## config.mk

```make
export PLATFORM = sky130hd
export DESIGN_NAME = vga_sync_receiver
export DESIGN_NICKNAME = d
export VERILOG_FILES = /design/src/rtl/vga_timing_pkg.sv /design/src/rtl/vga_edge_det.sv /design/src/rtl/vga_sync_receiver.sv
export SDC_FILE = /design/constraint.sdc
export NUM_CORES = 1
export LEC_CHECK = 0
export CAP_MARGIN = 0
export CORE_UTILIZATION = 30
export DETAILED_ROUTE_END_ITERATION = 10
export PLACE_DENSITY_LB_ADDON = 0.12
export RECOVER_POWER = 100
export SETUP_SLACK_MARGIN = 0.4
export SYNTH_ARGS = -nofsm -noshare
export SYNTH_HDL_FRONTEND = slang
export SYNTH_SLANG_ARGS = --single-unit
```

## constraint.sdc

```tcl
create_clock -name clock -period 4.5 [get_ports clock]
set_clock_uncertainty 0.2 [all_clocks]
set_input_delay 1.125 -clock clock [delete_from_list [all_inputs] [get_ports clock]]
set_output_delay 1.125 -clock clock [all_outputs]
set_load 0.01 [all_outputs]
```

## src/rtl/vga_timing_pkg.sv

```systemverilog
// Default 640x480@60 timing, lock-state encoding and the saturating
// counter helper shared by the VGA sync receiver.
package vga_timing_pkg;

  localparam int H_TOTAL_DEF     = 800;
  localparam int V_TOTAL_DEF     = 525;
  localparam int H_ACT_START_DEF = 143;
  localparam int H_ACT_LEN_DEF   = 640;
  localparam int V_ACT_START_DEF = 34;
  localparam int V_ACT_LEN_DEF   = 480;

  localparam logic [9:0] CNT_MAX = 10'd1023;

  typedef enum logic [1:0] {
    LS_SEARCH = 2'd0,
    LS_VERIFY = 2'd1,
    LS_LOCKED = 2'd2
  } lock_state_t;

  localparam logic [1:0] ST_SEARCH = 2'd0;
  localparam logic [1:0] ST_VERIFY = 2'd1;
  localparam logic [1:0] ST_LOCKED = 2'd2;

  function automatic logic [9:0] sat_inc(input logic [9:0] v);
    return (v == CNT_MAX) ? CNT_MAX : v + 10'd1;
  endfunction

endpackage

```

## src/rtl/vga_edge_det.sv

```systemverilog
// Strobe-gated sync register with falling-edge detect; fall compares the
// previous strobe's sample against the current input.
module vga_edge_det (
  input  logic clock,
  input  logic reset_n,
  input  logic sample_en,
  input  logic d,
  output logic fall
);

  logic q;

  always_ff @(posedge clock) begin
    if (!reset_n) begin
      q <= 1'b1;
    end else if (sample_en) begin
      q <= d;
    end
  end

  assign fall = sample_en & q & ~d;

endmodule

```

## src/rtl/vga_sync_receiver.sv

```systemverilog
// VGA sync receiver: measures line/frame lengths from the sampled syncs,
// locks onto the nominal timing and emits active-area pixel coordinates.
module vga_sync_receiver
  import vga_timing_pkg::*;
#(
  parameter int H_TOTAL     = H_TOTAL_DEF,
  parameter int V_TOTAL     = V_TOTAL_DEF,
  parameter int H_ACT_START = H_ACT_START_DEF,
  parameter int H_ACT_LEN   = H_ACT_LEN_DEF,
  parameter int V_ACT_START = V_ACT_START_DEF,
  parameter int V_ACT_LEN   = V_ACT_LEN_DEF
) (
  input  logic        clock,
  input  logic        reset_n,
  input  logic        sample_en,
  input  logic        hsync,
  input  logic        vsync,
  input  logic [2:0]  disp_RGB,
  // pix_valid qualifies pix_x/pix_y/pix_rgb for the strobe that produced
  // them; there is no ready, the consumer takes the pixel or loses it.
  output logic [9:0]  pix_x,
  output logic [9:0]  pix_y,
  output logic [2:0]  pix_rgb,
  output logic        pix_valid,
  output logic        frame_start,
  output logic        locked,
  output logic [9:0]  line_len,
  output logic [9:0]  frame_lines,
  output logic [7:0]  err_count,
  output lock_state_t lock_state
);

  localparam logic [9:0]  H_TOT = 10'(H_TOTAL);
  localparam logic [9:0]  V_TOT = 10'(V_TOTAL);
  localparam logic [9:0]  H_AS  = 10'(H_ACT_START);
  localparam logic [9:0]  V_AS  = 10'(V_ACT_START);
  localparam logic [10:0] H_END = 11'(H_ACT_START + H_ACT_LEN);
  localparam logic [10:0] V_END = 11'(V_ACT_START + V_ACT_LEN);

  logic       h_fall, v_fall;
  logic [9:0] hcnt, vcnt, hcnt_n, vcnt_n;
  logic [9:0] line_done, frame_done;
  logic [1:0] state, state_n;
  logic       line_err, line_err_n;
  logic [7:0] err_n;
  logic       line_bad, frame_bad, h_ovf, act;

  vga_edge_det u_hs (
    .clock     (clock),
    .reset_n   (reset_n),
    .sample_en (sample_en),
    .d         (hsync),
    .fall      (h_fall)
  );

  vga_edge_det u_vs (
    .clock     (clock),
    .reset_n   (reset_n),
    .sample_en (sample_en),
    .d         (vsync),
    .fall      (v_fall)
  );

  assign line_done  = sat_inc(hcnt);
  assign frame_done = sat_inc(vcnt);
  assign line_bad   = h_fall && (line_done != H_TOT);
  // A frame is only measurable when vsync falls on a line boundary.
  assign frame_bad  = v_fall && !(h_fall && (frame_done == V_TOT));
  assign locked     = (state == ST_LOCKED);
  assign lock_state = lock_state_t'(state);

  always_comb begin
    hcnt_n     = h_fall ? 10'd0 : sat_inc(hcnt);
    vcnt_n     = vcnt;
    if (h_fall) vcnt_n = v_fall ? 10'd0 : frame_done;
    h_ovf      = (hcnt_n == CNT_MAX);
    state_n    = state;
    line_err_n = line_err;
    err_n      = err_count;
    case (state)
      ST_SEARCH: begin
        if (v_fall) begin
          state_n    = ST_VERIFY;
          line_err_n = 1'b0;
        end
      end
      ST_VERIFY: begin
        if (line_bad) line_err_n = 1'b1;
        if (v_fall) begin
          if (!line_err && !line_bad && !frame_bad) state_n = ST_LOCKED;
          line_err_n = 1'b0;
        end
      end
      ST_LOCKED: begin
        if (line_bad || frame_bad || h_ovf) begin
          state_n = ST_SEARCH;
          err_n   = (err_count == 8'hFF) ? 8'hFF : err_count + 8'd1;
        end
      end
      default: state_n = ST_SEARCH;
    endcase
    act = (state_n == ST_LOCKED) &&
          (hcnt_n >= H_AS) && ({1'b0, hcnt_n} < H_END) &&
          (vcnt_n >= V_AS) && ({1'b0, vcnt_n} < V_END);
  end

  always_ff @(posedge clock) begin
    if (!reset_n) begin
      hcnt        <= CNT_MAX;
      vcnt        <= CNT_MAX;
      state       <= ST_SEARCH;
      line_err    <= 1'b0;
      line_len    <= 10'd0;
      frame_lines <= 10'd0;
      err_count   <= 8'd0;
      frame_start <= 1'b0;
      pix_valid   <= 1'b0;
      pix_x       <= 10'd0;
      pix_y       <= 10'd0;
      pix_rgb     <= 3'd0;
    end else begin
      frame_start <= v_fall;
      if (sample_en) begin
        hcnt      <= hcnt_n;
        vcnt      <= vcnt_n;
        state     <= state_n;
        line_err  <= line_err_n;
        err_count <= err_n;
        if (h_fall) line_len <= line_done;
        if (h_fall && v_fall) frame_lines <= frame_done;
        pix_valid <= act;
        pix_x     <= hcnt_n - H_AS;
        pix_y     <= vcnt_n - V_AS;
        pix_rgb   <= act ? disp_RGB : 3'd0;
      end
    end
  end

endmodule

```

* After elaboration in Yosys (flattened, before gate mapping)
Index checks and enable logic that the tools add are counted.
** Word-level totals
- Output and inout port bits :: 56
- Register bits :: 78
- Bits of input ports :: 8
** Operators by class
- $add $sub $neg :: 5
- Order comparisons :: 4
- Reductions and logical operators :: 22
- Multiplexer cells :: 16
- Bitwise gates (word level) :: 6
- Eq/ne operators :: 11
** Operator list (count)
- 2-to-1 mux 10 bit :: 5
- == test 10 bit (second input constant) :: 4
- adder 10 x 1 -> 10 bit (second input constant) :: 2
- < comparator 10 bit (second input constant) :: 2
- greater-or-equal comparator 10 x 6 -> 1 bit (second input constant) :: 1
- greater-or-equal comparator 10 x 8 -> 1 bit (second input constant) :: 1
- logical AND 1 bit :: 10
- != test 10 bit (second input constant) :: 1
- subtractor 10 x 6 -> 10 bit (second input constant) :: 1
- subtractor 10 x 8 -> 10 bit (second input constant) :: 1
- adder 8 x 1 -> 8 bit (second input constant) :: 1
- == test 8 bit (second input constant) :: 1
- 2-to-1 mux 2 bit :: 4
- 2-to-1 mux 8 bit :: 1
- one-hot mux 2 bit (3 select lines) :: 1
- bitwise AND 1 bit :: 4
- == test 2 bit (second input constant) :: 2
- logical NOT 1 bit :: 4
- AND reduction 2 bit :: 2
- AND reduction 4 bit :: 1
- 2-to-1 mux 1 bit :: 3
- 2-to-1 mux 3 bit :: 1
- != test 3 bit (second input constant) :: 1
- AND reduction 3 bit :: 1
- other kinds (7) :: 9

* Logic depth before layout (Yosys ltp)
Gate-level depths: netlist (run 1).
- Word-level depth :: 17
- Mapped depth :: 15
- Mapped depth without buffers :: 13

* Modules after synthesis
From an unflattened synthesis (run 1), not the netlist that was laid out.
** Second synthesis, totals
- Cell total of the unflattened synthesis :: 561
- Area total of the unflattened synthesis :: 4470.5 sq um
** By module, submodules not included
- vga_sync_receiver :: cells each 553, sequential area each 1521.5 sq um, area each 4383.0 sq um, instances 1
- vga_edge_det :: cells each 4, sequential area each 20.0 sq um, area each 43.8 sq um, instances 2

* Worst setup path before layout (run 1)
No wires, ideal clock.
- Kind :: input -> register
- Start point :: in sample_en
- End point :: reg err_count[5]
- Stages :: 12
- Required time :: 4.164 ns
- Library setup time :: 0.136 ns
- Arrival time :: 3.575 ns
- Path slack :: 0.589 ns
- Path through :: buf_2 > and3b_1 > clkbuf_1 > buf_2 > a21oi_1 > ha_1 > nand4b_1 > a22oi_2 > o21ai_2 > or4_4 > a2111oi_0 > a211oi_1
** Between the ends
- Elaborated cells on any way between the ends :: 13
- Those cells by class :: eq/ne (1); mux (1); bitwise (4); reduce/logical (7)
** RTL lines
- start: declaration :: line vga_sync_receiver.sv:15 : input logic sample_en,
- bitwise AND 1 bit (2 in series) :: line vga_edge_det.sv:21 : assign fall = sample_en & q & ~d;
- 2-to-1 mux 10 bit :: line vga_sync_receiver.sv:73 : hcnt_n = h_fall ? 10'd0 : sat_inc(hcnt);
- net hcnt_n[0] :: line vga_sync_receiver.sv:41 : logic [9:0] hcnt, vcnt, hcnt_n, vcnt_n;
- == test 10 bit :: line vga_sync_receiver.sv:76 : h_ovf = (hcnt_n == CNT_MAX);
- logical OR 1 bit :: line vga_sync_receiver.sv:95 : if (line_bad || frame_bad || h_ovf) begin
- AND reduction 3 bit (no line)
- end signal: assignment :: line vga_sync_receiver.sv:128 : err_count <= err_n;
- end: declaration :: line vga_sync_receiver.sv:29 : output logic [7:0] err_count,
The timed path passes the listed nets, and every way through them passes these cells.
A chain may end at the register's enable or synchronous reset.

* Final worst setup path (run 1)
- Start point :: in hsync
- End point :: reg err_count[6]
** Between the ends
- Elaborated cells on any way between the ends :: 11
- Those cells by class :: eq/ne (1); mux (1); bitwise (2); reduce/logical (7)
** RTL lines
- start: declaration :: line vga_sync_receiver.sv:16 : input logic hsync,
- NOT 1 bit :: line vga_edge_det.sv:21
- bitwise AND 1 bit :: line vga_edge_det.sv:21
- 2-to-1 mux 10 bit :: line vga_sync_receiver.sv:73
- net hcnt_n[0] :: line vga_sync_receiver.sv:41
- == test 10 bit :: line vga_sync_receiver.sv:76
- logical OR 1 bit :: line vga_sync_receiver.sv:95
- AND reduction 3 bit (no line)
The timed path passes the listed nets, and every way through them passes these cells.

==> results of run 1 <==
-- sequential cells by signal (all words and copies together), names as in the netlist --
signal,count
err_count,8
frame_lines,10
frame_start,1
hcnt,10
line_err,1
line_len,10
lock_state,2
pix_rgb,3
pix_valid,1
pix_x,10
pix_y,10
u_hs.q,1
u_vs.q,1
vcnt,10
-- worst paths after layout --
| path | from | endpoint | cells past startpoint |
|---|---|---|---|
| setup / recovery | hsync | err_count[6] | 10 |
| hold / removal | frame_lines[4] | frame_lines[4] | 2 |
| hold reg to reg | frame_lines[4] | frame_lines[4] | 2 |
| setup reg to reg | hcnt[1] | err_count[3] | 9 |
-- Yosys cell counts, types with 10 or more instances --
cell	number
dfxtp_1	78
nor2_1	60
nand2_1	52
a21oi_1	30
o21ai_0	29
clkbuf_1	20
nand3_1	20
nor3_1	17
inv_1	16
a211oi_1	15
mux2i_1	13
a31oi_1	10
-- final cells by class --
class	count	area, sq um
tap	184	230
multi-input combinational	412	2600
fill	1538	9070
clock buffer	10	229
timing repair buffer	75	703
inverter	18	67.6
clock inverter	6	62.6
sequential	78	1560
-- logic make-up (layout without fill, tap and decap cells) --
logic type | after synthesis | count (layout) | synth area share (%)
adder cells (fa/ha/maj) | 6 | 6 | 1.68
multiplexers | 14 | 14 | 3.17
XOR/XNOR | 17 | 17 | 3.34
buffers and inverters | 60 | 109 | 6.23
flip-flops | 78 | 78 | 35.0
AO/OA/AOI/OAI | 158 | 158 | 25.1
AND/OR/NAND/NOR | 217 | 217 | 25.4
-- what timing repair did --
| action | in CTS | in global routing |
|---|---|---|
| setup endpoints to repair | 0 | 3 |
| hold endpoints to repair | 0 | 0 |
| gates resized for setup | 0 | 4 |
-- worst register-to-register path, cell delays in order (launching register included) --
cell and delay, ns:
dfxtp_1 0.58, ha_1 0.48, clkbuf_1 0.32, nand3_1 0.14, xor2_1 0.20, nand2_1 0.20
nor4_1 0.75, o22a_1 0.44, nand2_1 0.22, a221oi_1 0.32
-- power groups by stage --
stage | Sequential, mW | Clock [mW] | Combinational, mW
after floorplan | 0.807 | 0 | 0.425
after global placement | 0.833 | 0 | 0.595
after detailed placement | 0.832 | 0 | 0.596
after CTS | 0.817 | 0.762 | 0.598
after global routing | 0.826 | 0.783 | 0.642
final | 0.816 | 0.732 | 0.576
-- metrics by stage --
step	hold WS [ns]	instance area [sq um]
6_report	0.257	5460
5_1_grt	0.287	5460
4_1_cts	0.263	5490
3_5_place_dp	0.252	5190
3_3_place_gp	0.250	5190
2_1_floorplan	0.257	4460
-- routing by layer --
layer | routed length (um) | track usage [%]
met1 | 6170 | 23.3
met2 | 6740 | 32.8
met3 | 531 | 4.08
met4 | 243 | 6.70
met5 | 0 | 0
==> flow_metrics.py, run 1 <==
metrics = {
    "timing": {
        "worstMarginPinSlew_ns": 0.854,
        "relSlewSlack_pct": 42.6,
        "fmax_mhz": 249,
        "rsz0062_at_grt": "false",
        "setup_tns_ns": 0,
        "report.final.slew_viol_count": 0,
        "period_share_pct": 89.3,
        "fin_ws_ns": 0.482,
        "setup_viol": 0,
        "hold_violations": 0,
        "fin_crit_ns": 4.02,
    },
    "final_layout": {
        "fin_util_pct": 37.6,
        "antenna-diode-count": 0,
        "layout_commonest_cell": "dfxtp_1",
        "mostFrequentLayoutCells": "dfxtp_1 (77), nor2_1 (60), dlygate4sd3_1 (57)",
        "final_nets": 608,
        "drive_above_1_share_pct": 7.68,
        "fin_cells": 783,
        "area_growth_syn_to_layout_pct": 22.4,
    },
    "placed_design": {
        "dp_hpwl_mm": 9.73,
        "port_buffers": 63,
        "gp_congestion": 0.868,
        "placedCellCount": 767,
        "post-place-ws_ns": 0.218,
    },
    "floorplan": {
        "fp.dieH_um": 124,
        "io_pins": 64,
        "coreArea_sq_mm": 0.0145,
        "dieArea_sq_mm": 0.0154,
        "fp-row-count": 44,
        "fp.dieW_um": 124,
        "initial_core_util_pct": 30.7,
    },
    "routing": {
        "avgViaCountPerCell": 5.42,
        "wl_mm": 13.7,
        "routedWlPerCell_um": 17.5,
        "drt_iter0_drc": 298,
        "route.vias.total": 4246,
        "dr.pass1.iters": 5,
        "postRouteAntennaNets": 0,
        "drc": 0,
    },
    "pwr": {
        "p_per_area_mw_per_mm2": 389,
        "combinationalPowerShare_pct": 27.1,
        "swShare_pct": 33.8,
        "internal_power_mw": 1.41,
        "ir_drop_mv": 0.177,
        "clkPwrFrac_pct": 34.5,
        "power_mw": 2.12,
        "p_seq_share_pct": 38.4,
        "switchingPower_uw": 718,
        "leakage_nw": 2.23,
    },
    "worst_setup_path": {
        "r2r_slack_ns": 0.55,
        "cp_max_fo": 5,
        "path_cells": "dlygate4sd3_1 -> and3b_1 -> a21oi_1 -> ha_1 -> nand4b_1 -> a22oi_1 -> o21ai_2 -> or4_4 -> a211o_1 -> a221oi_2",
        "cp_slowest_cell": "or4_4",
        "start_kind": "input pin",
        "critPathMaxStageDelay_ns": 0.60,
        "path_delay_family": "compound AO/OA/AOI/OAI gates",
        "cp.arrival_ns": 4.08,
        "path_class": "in2reg",
        "worstPathRequired_ns": 4.56,
        "cp-end-kind": "flop",
        "worst-path-buf-inv": 1,
    },
    "grt": {
        "grt_pass1_wl_mm": 22.2,
        "grt_max_degree": 36,
        "grt_antenna_before_repair": 0,
        "grt.overflow.total": 0,
        "grt_pass1_vias": 4092,
        "grtUsageTotal_pct": 19.1,
    },
    "synthesis": {
        "yosysWarnings": 0,
        "syn-num-nets": 564,
        "syn_area_sq_mm": 0.00446,
        "yosysSeqAreaShare_pct": 35.0,
        "synth_cell_types": 85,
        "ys_seq_elements": 78,
        "synth-async-reset-ratio_pct": 0,
        "synthTopCellsByArea": "dfxtp_1 (35%), nor2_1 (5.1%), nand2_1 (4.4%), a21oi_1 (3.4%), o21ai_0 (3.3%)",
        "synth_edf_count": 0,
        "post_synth.cell_area_avg_sq_um": 8.11,
        "synthFlopType": "dfxtp_1",
        "yosys.area.top_type": "dfxtp_1",
        "synth_top_area_share_pct": 35.0,
        "synth_cells": 550,
    },
    "clock_network": {
        "root_buffer": "clkbuf_16",
        "htree_levels": 3,
        "post_cts.repair.setup_buffers": 0,
        "clockBufferDepth": 2,
        "cts_hold_buf": 0,
        "cts_buffers": 9,
        "cts_tree": "done",
        "clock-sinks": 78,
        "clock_latency_ns": 0.35,
        "path_clk_slew_ns": 0.06,
    },
    "status": {
        "outcome": "completed",
    },
    "run": {
        "cap_violations": 0,
    },
    "hold_path": {
        "hp-class": "reg2reg",
    },
}
Power figures use the tool's default switching activity.
==> inputs of run 2 (changes only) <==
Settings changed: CORE_MARGIN from default to 2.
==> flow_metrics.py, run 2 (synthesis gave the netlist of run 1 again) <==
metrics = {
    "floorplan": {
        "fp.dieH_um": 126,
        "fp.dieW_um": 126,
        "fp-row-count": 44,
        "io_pins": 64,
        "coreArea_sq_mm": 0.0145,
        "initial_core_util_pct": 30.7,
        "dieArea_sq_mm": 0.0159,
    },
    "grt": {
        "grt_pass1_wl_mm": 21.9,
        "grt_pass1_vias": 4104,
        "grtUsageTotal_pct": 17.1,
        "grt_antenna_before_repair": 0,
        "grt.overflow.total": 0,
        "grt_max_degree": 42,
    },
    "worst_setup_path": {
        "critPathMaxStageDelay_ns": 0.59,
        "worstPathRequired_ns": 4.51,
        "cp-end-kind": "flop",
        "cp_slowest_cell": "or4_4",
        "cp_max_fo": 5,
        "start_kind": "input pin",
        "worstReg2RegStart": "hcnt[1]",
        "path_cells": "dlygate4sd3_1 -> and3b_1 -> a21oi_1 -> ha_1 -> o2111ai_1 -> a22oi_1 -> o21ai_2 -> or4_4 -> a2111oi_1 -> a211oi_1",
        "cp.arrival_ns": 4.08,
        "path_class": "in2reg",
        "startpoint": "hsync",
    },
    "routing": {
        "routedWlPerCell_um": 17.2,
        "dr.pass1.iters": 4,
        "drc": 0,
        "wl_mm": 13.5,
        "avgViaCountPerCell": 5.37,
        "drt_iter0_drc": 290,
        "postRouteAntennaNets": 0,
        "route.vias.total": 4203,
    },
    "hold_path": {
        "min_from": "frame_lines[4]",
        "hp-class": "reg2reg",
    },
    "timing": {
        "report.final.slew_viol_count": 36,
        "setup_tns_ns": 0,
        "fin_crit_ns": 4.07,
        "setup_viol": 0,
        "fmax_mhz": 245,
        "rsz0062_at_grt": "false",
        "worstMarginPinSlew_ns": 1.63,
        "relSlewSlack_pct": -8.79,
        "period_share_pct": 90.5,
        "hold_violations": 0,
    },
    "clock_network": {
        "clock-sinks": 78,
        "clockBufferDepth": 2,
        "cts_hold_buf": 0,
        "htree_levels": 3,
        "root_buffer": "clkbuf_16",
        "post_cts.repair.setup_buffers": 0,
        "path_clk_slew_ns": 0.06,
        "clock_latency_ns": 0.35,
        "cts_buffers": 9,
        "cts_tree": "done",
    },
    "placed_design": {
        "place_area_sq_mm": 0.00519,
        "gp_congestion": 0.910,
        "port_buffers": 63,
        "dp_hpwl_mm": 9.60,
    },
    "final_layout": {
        "antenna-diode-count": 0,
        "layout_commonest_cell": "dfxtp_1",
        "final_nets": 608,
        "drive_above_1_share_pct": 8.35,
        "area_growth_syn_to_layout_pct": 22.4,
        "mostFrequentLayoutCells": "dfxtp_1 (77), nor2_1 (60), dlygate4sd3_1 (58)",
        "final_cell_area_sq_mm": 0.00546,
        "fillers": 1537,
        "fin_util_pct": 37.6,
    },
    "pwr": {
        "leakage_nw": 2.23,
        "p_per_area_mw_per_mm2": 384,
        "ir_drop_mv": 0.169,
    },
    "run": {
        "cap_violations": 1,
    },
    "status": {
        "outcome": "finished, violations left",
        "violations": "capacitance limit, slew limit",
    },
}
[run 2: changes by cell type in the layout (fill, tap and decap cells not counted), moves of 2 or more]
| cell | before | now |
|---|---|---|
| and2_0 | 4 | 2 |
| inv_6 | 0 | 2 |
| clkinv_4 | 0 | 2 |
| and2_1 | 5 | 7 |
| clkinv_2 | 2 | 0 |
[run 2: power breakdown]
group | internal [mW] | switching (mW) | total (mW)
sequential | 0.746 | 0.0716 | 0.817
clock | 0.379 | 0.322 | 0.702
combinational | 0.236 | 0.340 | 0.576
[run 2: timing repair]
item,4_1_cts,5_1_grt
gates resized for setup,0,4
endpoints found under the setup margin,0,2
hold endpoints to repair,0,0
[run 2: worst paths after layout]
check / slack (ns) / endpoint / depth (start not counted)
min: 0.26 / frame_lines[4] / 2
max: 0.43 / err_count[5] / 10
max reg2reg: 0.64 / err_count[5] / 12
min reg2reg: 0.26 / frame_lines[4] / 2
[run 2: area by class of cell]
| type | instances | area (sq um) | share of cell area, % |
|---|---|---|---|
| tap | 184 | 230 | 4.22 |
| sequential | 78 | 1560 | 28.6 |
| multi-input combinational | 412 | 2610 | 47.9 |
| timing repair buffer | 75 | 701 | 12.8 |
| clock inverter | 7 | 57.6 | 1.05 |
| inverter | 18 | 67.6 | 1.24 |
| clock buffer | 9 | 225 | 4.13 |
[run 2: through the flow]
| stage | total power, mW | setup WS (ns) | cells | hold slack (ns) |
|---|---|---|---|---|
| after floorplan | 1.23 | 0.589 | 550 | 0.257 |
| after global placement | 1.42 | 0.317 | 767 | 0.248 |
| after detailed placement | 1.42 | 0.195 | 767 | 0.253 |
| after CTS | 2.13 | 0.571 | 783 | 0.265 |
| after global routing | 2.22 | 0.206 | 783 | 0.275 |
| final | 2.10 | 0.425 | 783 | 0.259 |
[run 2: layer usage]
metal  global-route usage [%]  up-vias  part of all wire [%]
met1                     21.7     2000                    46
li1                         -     2108                     -
met4                     5.11        0                   1.3
met3                     4.33       14                   3.8
met5                        0        -                     0
met2                     28.6       81                    49
[run 2: critical path: cells and delay by family]
family | cells | cell delay [ns]
AO/OA/AOI/OAI | 6 | 1.28
AND/OR/NAND/NOR | 2 | 0.84
adder cells (fa/ha/maj) | 1 | 0.27
buffers and inverters | 1 | 0.58
